File: src/rtl/rv32i_fetch_stage.sv
// RV32I fetch stage: holds the PC, fetches one instruction at a time over imem, and hands it to decode.
// Define RV32I_FETCH_PREDICT_EN to predict JAL and backward branches as taken.
module rv32i_fetch_stage #(
  parameter int unsigned          WORD_SIZE         = 32,
  parameter int unsigned          INSTRUCTION_WIDTH = 32,
  parameter logic [WORD_SIZE-1:0] RESET_PC          = '0
) (
  input  logic                         i_clk,
  input  logic                         i_rst,
  output logic                         o_imem_req_valid,
  input  logic                         i_imem_req_ready,
  output logic [WORD_SIZE-1:0]         o_imem_addr,
  input  logic                         i_imem_rsp_valid,
  input  logic [INSTRUCTION_WIDTH-1:0] i_imem_rsp_data,
  input  logic                         i_branch_mispredict,
  input  logic [WORD_SIZE-1:0]         i_branch_target,
  input  logic                         i_decode_ready,
  output logic                         o_fetch_valid,
  output logic [INSTRUCTION_WIDTH-1:0] o_fetch_instruction,
  output logic [WORD_SIZE-1:0]         o_fetch_pc,
  output logic                         o_branch_taken,
  output logic                         o_flush
);

  typedef enum logic [1:0] {StReq, StWait, StValid} state_e;

  state_e                       state_q;
  logic [WORD_SIZE-1:0]         pc_q;
  logic [WORD_SIZE-1:0]         next_pc_q;
  logic [WORD_SIZE-1:0]         fetch_pc_q;
  logic [INSTRUCTION_WIDTH-1:0] instr_q;
  logic                         req_valid_q;
  logic                         fetch_valid_q;
  logic                         taken_q;
  logic                         flush_q;
  logic                         drop_q;

  logic [WORD_SIZE-1:0]         redirect_pc;
  logic [WORD_SIZE-1:0]         pred_pc;
  logic                         pred_taken;
  logic                         unused_target_bits;

  assign redirect_pc        = {i_branch_target[WORD_SIZE-1:2], 2'b00};
  assign unused_target_bits = ^i_branch_target[1:0];

`ifdef RV32I_FETCH_PREDICT_EN
  logic [6:0]  opcode;
  logic [20:0] j_imm;
  logic [12:0] b_imm;

  assign opcode = i_imem_rsp_data[6:0];
  assign j_imm  = {i_imem_rsp_data[31], i_imem_rsp_data[19:12], i_imem_rsp_data[20],
                   i_imem_rsp_data[30:21], 1'b0};
  assign b_imm  = {i_imem_rsp_data[31], i_imem_rsp_data[7], i_imem_rsp_data[30:25],
                   i_imem_rsp_data[11:8], 1'b0};

  // Backward branches (negative offset) and JAL are predicted taken; JALR is not.
  always_comb begin
    pred_taken = 1'b0;
    pred_pc    = pc_q + WORD_SIZE'(4);
    if (opcode == 7'b1101111) begin
      pred_taken = 1'b1;
      pred_pc    = pc_q + {{(WORD_SIZE-21){j_imm[20]}}, j_imm};
    end else if (opcode == 7'b1100011 && b_imm[12]) begin
      pred_taken = 1'b1;
      pred_pc    = pc_q + {{(WORD_SIZE-13){b_imm[12]}}, b_imm};
    end
  end
`else
  assign pred_taken = 1'b0;
  assign pred_pc    = pc_q + WORD_SIZE'(4);
`endif

  always_ff @(posedge i_clk or negedge i_rst) begin
    if (!i_rst) begin
      state_q       <= StReq;
      pc_q          <= RESET_PC;
      next_pc_q     <= '0;
      fetch_pc_q    <= '0;
      instr_q       <= '0;
      req_valid_q   <= 1'b0;
      fetch_valid_q <= 1'b0;
      taken_q       <= 1'b0;
      flush_q       <= 1'b0;
      drop_q        <= 1'b0;
    end else begin
      flush_q <= i_branch_mispredict;
      if (i_branch_mispredict) begin
        // Redirect wins over any handshake; an in-flight response is marked for discard.
        pc_q          <= redirect_pc;
        fetch_valid_q <= 1'b0;
        unique case (state_q)
          StReq: begin
            if (req_valid_q && i_imem_req_ready) begin
              state_q     <= StWait;
              req_valid_q <= 1'b0;
              drop_q      <= 1'b1;
            end else begin
              req_valid_q <= 1'b1;
            end
          end
          StWait: begin
            if (i_imem_rsp_valid) begin
              state_q     <= StReq;
              req_valid_q <= 1'b1;
              drop_q      <= 1'b0;
            end else begin
              drop_q <= 1'b1;
            end
          end
          StValid: begin
            state_q     <= StReq;
            req_valid_q <= 1'b1;
          end
          default: state_q <= StReq;
        endcase
      end else begin
        unique case (state_q)
          StReq: begin
            if (req_valid_q && i_imem_req_ready) begin
              state_q     <= StWait;
              req_valid_q <= 1'b0;
            end else begin
              req_valid_q <= 1'b1;
            end
          end
          StWait: begin
            if (i_imem_rsp_valid) begin
              if (drop_q) begin
                drop_q      <= 1'b0;
                state_q     <= StReq;
                req_valid_q <= 1'b1;
              end else begin
                instr_q       <= i_imem_rsp_data;
                fetch_pc_q    <= pc_q;
                next_pc_q     <= pred_pc;
                taken_q       <= pred_taken;
                fetch_valid_q <= 1'b1;
                state_q       <= StValid;
              end
            end
          end
          StValid: begin
            if (i_decode_ready) begin
              pc_q          <= next_pc_q;
              fetch_valid_q <= 1'b0;
              state_q       <= StReq;
              req_valid_q   <= 1'b1;
            end
          end
          default: state_q <= StReq;
        endcase
      end
    end
  end

  assign o_imem_req_valid    = req_valid_q;
  assign o_imem_addr         = pc_q;
  assign o_fetch_valid       = fetch_valid_q;
  assign o_fetch_instruction = instr_q;
  assign o_fetch_pc          = fetch_pc_q;
  assign o_branch_taken      = taken_q;
  assign o_flush             = flush_q;

endmodule

File: config.mk
export PLATFORM = sky130hd
export DESIGN_NAME = rv32i_fetch_stage
export DESIGN_NICKNAME = d
export VERILOG_FILES = /design/src/rtl/rv32i_fetch_stage.sv
export SDC_FILE = /design/constraint.sdc
export NUM_CORES = 1
export LEC_CHECK = 0
export ABC_AREA = 1
export CELL_PAD_IN_SITES_DETAIL_PLACEMENT = 0
export CELL_PAD_IN_SITES_GLOBAL_PLACEMENT = 2
export CORE_ASPECT_RATIO = 0.9
export CORE_MARGIN = 2
export CORE_UTILIZATION = 29
export DETAILED_ROUTE_END_ITERATION = 10
export GPL_ROUTABILITY_DRIVEN = 0
export PLACE_DENSITY = 0.95
export SETUP_SLACK_MARGIN = 0.3
export SLEW_MARGIN = 20
export SYNTH_ARGS = -nofsm -noshare
export SYNTH_HDL_FRONTEND = slang
export SYNTH_SLANG_ARGS = --single-unit
File: constraint.sdc
create_clock -name i_clk -period 3 [get_ports i_clk]
set_input_delay 0.75 -clock i_clk [delete_from_list [all_inputs] [get_ports i_clk]]
set_output_delay 0.75 -clock i_clk [all_outputs]
set_load 0.005 [all_outputs]
==> metrics.yaml <==
logic_synthesis:
  ys_seq_area_frac: 0.530
  synthTopCellsByArea: "dfrtp_1 (53%), nand2_1 (17%), nor2_1 (7.1%)"
  synthesis.nets: 860
  synth-edff-count: 0
  synth-seq-cells: 132
  ys_types: 31
  netlist.area_leader.share: 0.530
  avgSynthCellArea_sq_um: 7.95
  yosysTopAreaCell: "dfrtp_1"
  synth_ff_type: "dfrtp_1"
  synth_cells: 785
  synthArstFlopShare: 1.00
  yosysWarningCount: 0
  syn-cell-area_sq_mm: 0.00624
clocking:
  cts.path.max_buffers: 2
  cts_setup_buffers: 0
  cts_resized: 0
  hold_buffers: 0
  cts_buffers: 17
  cts_tree: "done"
  cts-htree-levels: 4
  root_buffer: "clkbuf_16"
  cts.sinks: 132
  clk_latency_ns: 0.43
  clk_pin_slew_ns: 0.06
grt:
  grtUsageTotal: 0.166
  antenna_found_initial: 0
  grt_max_degree: 68
  first_global_vias: 5394
  grt_pass1_wl_mm: 28.9
  grt_overflow: 0
placed_design:
  post-place-ws_ns: 0.504
  placement.io_buffers: 166
  hpwlAfterDp_mm: 12.9
  dp.cells: 1212
finish:
  final_nets: 1020
  layout_common_cells: "nand2_1 (287), clkdlybuf4s50_1 (165), dfrtp_1 (132)"
  drive_above_1_share: 0.0721
  final_common_cell: "nand2_1"
  fin_cells: 1243
  syn_to_final_growth_pct: 41.4
  diodes: 0
critical_path:
  cp.required_ns: 2.25
  endpoint_kind: "output pin"
  cpPeakStageDelay_ns: 0.57
  cp_max_fo: 6
  startpoint_type: "flip-flop"
  path_cells: "clkdlybuf4s50_1"
  crit_buf_inv: 1
  cp.arrival_ns: 1.51
  crit_family: "buffers and inverters"
  critical_path_class: "reg2out"
  slowest_stage: "clkdlybuf4s50_1"
route:
  wl_per_cell_microns: 14.8
  drt_first_pass_iters: 5
  first_iter_violations: 276
  via_count: 5600
  postRouteAntennaNets: 0
  via_per_inst: 4.51
  wirelength_mm: 18.4
  drc: 0
pwr:
  total_power_mw: 8.14
  total_leakage_power_nw: 4.07
  ir_worst_vdd_uv: 362
  p_per_area_mw_per_mm2: 923
timing:
  fmax_ghz: 0.443
  setup_viol: 0
  final.setup.tns_ns: 0
  period_share: 0.753
  maxSlewHeadroom: 0.613
  min_period_ns: 2.26
  worst_slew_pin_slew_ns: 0.581
  fin_skew_ns: 0.00857
  slew_viol_final: 0
  rsz0062_at_grt: "no"
  hold_violations: 0
  worst_slack_ns: 0.741
floorplanning:
  core_sq_mm: 0.0210
  die_h_microns: 143
  die_w_microns: 159
  io_pins: 170
  start_util: 0.298
  rows: 50
  dieArea_sq_mm: 0.0227
run:
  timing.max_cap.violations: 0
worst_hold_path:
  hold_class: "in2async"
status:
  run_status: "finished, final reports clean"
per-stage QoR:
step                      utilization  cell area [sq um]  hold slack (ns)
after floorplan                     -               6240            0.449
after global placement          0.390               8170            0.461
after detailed placement        0.390               8170            0.464
after CTS                       0.421               8820            0.324
after global routing            0.421               8820            0.339
final                           0.421               8820            0.309
layout make-up:
cell class / count / area [sq um]
timing repair buffer: 180 / 1810
clock buffer: 19 / 443
fill: 2148 / 12100
clock inverter: 12 / 205
tap: 286 / 358
inverter: 49 / 184
multi-input combinational: 565 / 2520
sequential: 132 / 3300
cells in the mapped netlist (all sizes together), types with 2 or more instances:
library cell,instances
a21oi,5
a31oi,29
and2,2
buf,37
clkbuf,2
dfrtp,132
ha,5
inv,49
nand2,291
nand3,54
nand4,3
nor2,129
o211ai,4
o21a,2
o21ai,32
or2,2
xor2,4
final timing paths:
check,from,to,slack (ns),cells past startpoint
min reg2reg,o_fetch_instruction[21],o_fetch_instruction[21],0.48,2
max,o_imem_addr[19],o_imem_addr[19],0.74,1
min,i_rst,o_fetch_instruction[27],0.31,1
max reg2reg,state_q[1],next_pc_q[23],1.12,9
min in group i_clk,o_fetch_instruction[21],o_fetch_instruction[21],0.48,2
max in group asynchronous,i_rst,o_imem_addr[19],2.05,2
kinds of logic after synthesis:
family	synth area share
fa+ha+maj	0.0100
simple gates	0.320
xor+xnor	0.00562
flops	0.530
compound gates	0.0680
other cells	0.000601
buf+inv	0.0666
where the power goes:
| group | internal [mW] | leakage, nW | total [mW] | switching, mW |
|---|---|---|---|---|
| clock network | 1.49 | 0.309 | 2.31 | 0.811 |
| registers | 2.55 | 1.63 | 3.12 | 0.570 |
| logic | 1.53 | 2.13 | 2.71 | 1.18 |
layer usage:
metal  vias to the layer above  wire [microns]  track usage
met5                         -               0            0
met4                         0             244       0.0555
met3                        19            1320       0.0440
met2                       155            8000        0.256
met1                      2623            8810        0.227
li1                       2803               -            -
state kept, by name (all words and copies together), names as in the netlist:
register / flops
o_imem_req_valid: 1
drop_q: 1
o_fetch_instruction: 32
o_imem_addr: 32
o_fetch_valid: 1
state_q: 2
o_flush: 1
next_pc_q: 32
o_fetch_pc: 30
(Power assumes the default switching activity.)
==> variant 1 (same settings) <==
Reset style: synchronous (`i_rst`), changed in one clocked block.
--- a/src/rtl/rv32i_fetch_stage.sv
+++ b/src/rtl/rv32i_fetch_stage.sv
@@ -72,5 +72,5 @@
 `endif
 
-  always_ff @(posedge i_clk or negedge i_rst) begin
+  always_ff @(posedge i_clk) begin
     if (!i_rst) begin
       state_q       <= StReq;
Function: differs if i_rst is asserted again (counterexample within 4 cycles, from zero or initial values and one cycle with i_rst low); with i_rst held inactive, the same outputs for 4 cycles.
==> variant 1 against the unedited design <==
- sequential cell count unchanged
- worst setup slack better by 29 ps
- clock skew fell by 1.2 ps
- area after synthesis decreased by 4.6%
- core utilization barely moved
- wire length rose by 4.2%
- final area down 4.4%
- count of clock-buffer cells in the layout decreased by 1
- largest cell class is now multi-input gates
- highest routed layer unchanged
Power is not compared: it rests on default switching activity, and its combinational part moved more than twofold at a synthesized area within 25%.
==> variant 1: results (changes against the unedited design) <==
* DR WL met3 at 1160 um (-12%)
* Slew @ Worst Pin at 519 ps (-61.8 ps)
* CP Data Arrival Time at 1480 ps (-30 ps)
* Sequential share of the synthesized area at 44.4% (-8.6 points)
* HPWL after detailed placement at 13100 um (+1.0%)
* Largest net degree at the start of global routing at 107 (+57%)
* Drt wl/cell at 14.8 um (about the same)
* Asr flop ratio synth at 0% (-100 points)
* Worst Skew at 7.32 ps (-1.25 ps)
* Router iterations before antenna repair at 4 (-1)
* All-Layer GR Usage at 18.0% (+1.3 points)
* Routed vias/inst at 4.59 (+1.8%)
* Final nets at 1102 (+8.0%)
* Synth cell types at 29 (-6.5%)
* Hold Path Class: flip-flop to flip-flop
* M1 WL at 9610 um (+9.1%)
* DP Area at 7820 um2 (-4.4%)
* # fillers at 2082 (-3.1%)
* Vias in the first global route at 5749 (+6.6%)
* First-pass GRT wire length at 30700 um (+6.4%)
* Layout cells sized above 1 at 5.19% (-2.0 points)
* Outcome: complete, no violations
* Synth top cells by count: nand2_1, nor2_1, dfxtp_1
* Top post-synthesis cells by area: dfxtp_1, nand2_1, nor2_1, inv_1, nand3_1
* ANT cells at 0 (unchanged)
* CP top delay family: buffers and inverters
* Net count after synthesis at 955 (+11%)
* Met2 WL at 8140 um (+1.8%)
## variant 1: path summary, 6_finish.rpt
path                            cells after the start  slack (ps)                           to                          from
worst max-delay path                                1         770              o_imem_addr[11]  o_imem_addr[11]$_SDFFE_PN0P_
worst min-delay path                                2         470  o_fetch_pc[13]$_SDFFE_PN0P_   o_fetch_pc[13]$_SDFFE_PN0P_
worst min register to register                      2         470  o_fetch_pc[13]$_SDFFE_PN0P_   o_fetch_pc[13]$_SDFFE_PN0P_
worst max register to register                     10        1000   next_pc_q[28]$_SDFFE_PN0P_   o_imem_addr[2]$_SDFFE_PN0P_
## variant 1: kinds of logic (layout without fill, tap and decap cells)
family	Yosys count	after routing	share of synthesized area, %
AND/OR/NAND/NOR	459	459	31.1
other	1	1	0.0630
flip-flops	132	132	44.4
adder cells (fa/ha/maj)	4	4	0.841
buffers and inverters	148	307	10.3
XOR/XNOR	6	6	0.883
AO/OA/AOI/OAI	131	131	12.4
## variant 1: routing by layer
metal | vias to the layer above | global-route usage (%)
li1 | 3078 | -
met1 | 2681 | 24.7
met2 | 164 | 27.9
met3 | 18 | 4.89
met4 | 0 | 4.63
met5 | - | 0
## variant 1: per-stage QoR
stage | std cells | setup slack (ps) | power (uW) | hold slack, ps | util [%]
2_1_floorplan | 881 | 1240 | 2160 | 444 | -
3_3_place_gp | 1264 | 531 | 2460 | 457 | 39.0
3_5_place_dp | 1264 | 506 | 2460 | 459 | 39.0
4_1_cts | 1295 | 742 | 4700 | 468 | 42.1
5_1_grt | 1295 | 710 | 4850 | 503 | 42.1
6_report | 1295 | 770 | 4640 | 470 | 42.1
## variant 1: final cells by class
type,count,area [um2],share of cell area [%]
multi-input cells,601,2700,32.0
flip-flops and latches,132,2640,31.3
repair buffers,180,1790,21.3
clock buffers,18,439,5.20
inverters,96,362,4.29
well taps,255,319,3.78
clock inverters,13,183,2.16
## variant 1: power groups by stage
stage,registers (uW),clock network [uW],logic [uW]
5_1_grt,1900,2360,589
2_1_floorplan,1920,0,243
3_3_place_gp,1930,0,529
6_report,1890,2220,528
4_1_cts,1890,2280,535
3_5_place_dp,1930,0,531
==> variant 2 (same settings) <==
Made on the original files. Change the parameter `INSTRUCTION_WIDTH` from 32 to 16.
--- a/src/rtl/rv32i_fetch_stage.sv
+++ b/src/rtl/rv32i_fetch_stage.sv
@@ -3,5 +3,5 @@
 module rv32i_fetch_stage #(
   parameter int unsigned          WORD_SIZE         = 32,
-  parameter int unsigned          INSTRUCTION_WIDTH = 32,
+  parameter int unsigned          INSTRUCTION_WIDTH = 16,
   parameter logic [WORD_SIZE-1:0] RESET_PC          = '0
 ) (
Interface: changed (resized i_imem_rsp_data and o_fetch_instruction); port bits go from 170 to 138. The function was not compared with the original's and may differ.
==> variant 2 against the unedited design <==
- final area down 12%
- count of clock-buffer cells in the layout unchanged
- worst hold slack worse by 110 ps
- worst setup slack better by 39 ps
- sequential cell count down 16
- register-to-register slack better by 40 ps
- wire length down 13%
- area after synthesis down 11%
- total power down 11%
- first-iteration DRC count up 22%
- clock skew up 3.6 ps
- highest routed layer unchanged
==> variant 2: results (changes against the unedited design) <==
* Layout cells sized above 1 at 6.63% (-0.58 points)
* Final nets at 906 (-11%)
* Static leakage at 0.00359 uW (-12%)
* Initial antenna violation count at 1 (+1)
* HPWL after detailed placement at 11300 um (-13%)
* Hold Path Class: input pin to asynchronous set/reset pin
* Top post-synthesis cells by area: dfrtp_1, nand2_1, nor2_1, nand3_1, a31oi_1
* CP peak stage delay at 560 ps
* Worst Skew at 12.2 ps (+3.61 ps)
* Sequential share of the synthesized area at 52.3% (-0.64 points)
* Peak VDD IR at 0.357 mV (-1.4%)
* Synth top cells by count: nand2_1, nor2_1, dfrtp_1
* Final Non-Filler Cells at 1106 (-11%)
* WL final at 16000 um (-13%)
* Start point of the critical path: o_imem_addr[18]$_DFFE_PN0P_
* Max H-tree Level at 4 (unchanged)
* Vias in the first global route at 4932 (-8.6%)
* CP Data Arrival Time at 1470 ps (-40 ps)
* Port-buffer cells at 134 (-19%)
* Most common flop cell mapped by yosys: dfrtp_1
* First-pass GRT wire length at 26300 um (-8.9%)
* RR Endpoint: next_pc_q[11]$_DFFE_PN0P_
* Syn Area/Cell at 7.74 um2 (-2.6%)
* All-Layer GR Usage at 16.9% (+0.23 points)
* FF-to-FF setup slack at 1160 ps (+40 ps)
* Outcome: complete, no violations
* Synth cell types at 32 (+3.2%)
* CP endpoint: o_imem_addr[18]
* Via count at 4985 (-11%)
* Reg2reg start: state_q[1]$_DFFE_PN0P_
* Largest net degree at the start of global routing at 66 (-2.9%)
* CTS resizes at 0 (unchanged)
* Crit path max-delay cell type: clkdlybuf4s50_1
* Num CTS Buffers at 17 (unchanged)
* # fillers at 1923 (-10%)
* Syn. warnings at 0 (unchanged)
* Net count after synthesis at 776 (-9.8%)
* First DRT Iteration DRCs at 338 (+22%)
[variant 2: cell count changes after synthesis, moves of 4 or more]
cell | before | now
dfrtp_1 | 132 | 116
nor2_4 | 8 | 3
o21ai_0 | 16 | 30
nand2_1 | 287 | 240
buf_4 | 9 | 5
o21ai_1 | 16 | 2
nand3_1 | 50 | 54
nand3_2 | 4 | 0
nor2_1 | 118 | 124
[variant 2: per-layer routing]
| metal | GRT usage (%) | routed length, um |
|---|---|---|
| met5 | 0 | 0 |
| met4 | 6.29 | 320 |
| met3 | 4.34 | 896 |
| met2 | 24.7 | 6710 |
| met1 | 24.0 | 8080 |
[variant 2: cell families after synthesis]
kind of cell	share of synthesized area [%]
adder cells (fa/ha/maj)	1.13
AND/OR/NAND/NOR	31.6
flip-flops	52.3
AO/OA/AOI/OAI	7.65
other	0.0676
XOR/XNOR	0.631
buffers and inverters	6.65
[variant 2: through the flow]
| stage | power (uW) | worst slack (ps) | util (%) | cell area [um2] | hold WS (ps) |
|---|---|---|---|---|---|
| floorplan | 3710 | 1320 | - | 5550 | 449 |
| global placement | 5060 | 595 | 38.5 | 7150 | 463 |
| detailed placement | 5090 | 552 | 38.5 | 7150 | 466 |
| CTS | 7300 | 765 | 41.9 | 7780 | 193 |
| global route | 7740 | 728 | 41.9 | 7780 | 202 |
| finish | 7220 | 780 | 41.9 | 7780 | 194 |
[variant 2: power breakdown]
part | internal (uW) | switching (uW) | total (uW)
registers | 2230 | 527 | 2760
logic | 1280 | 1010 | 2300
clock network | 1360 | 802 | 2160
total | 4880 | 2340 | 7220
[variant 2: layout make-up]
type	instances	area share, %
Timing Repair Buffer	146	19.0
Clock inverter	13	2.22
Antenna cell	1	0.0322
Clock buffer	19	5.82
Tap cell	245	3.94
Inverter	49	2.36
Sequential cell	116	37.3
Multi-Input combinational cell	517	29.3
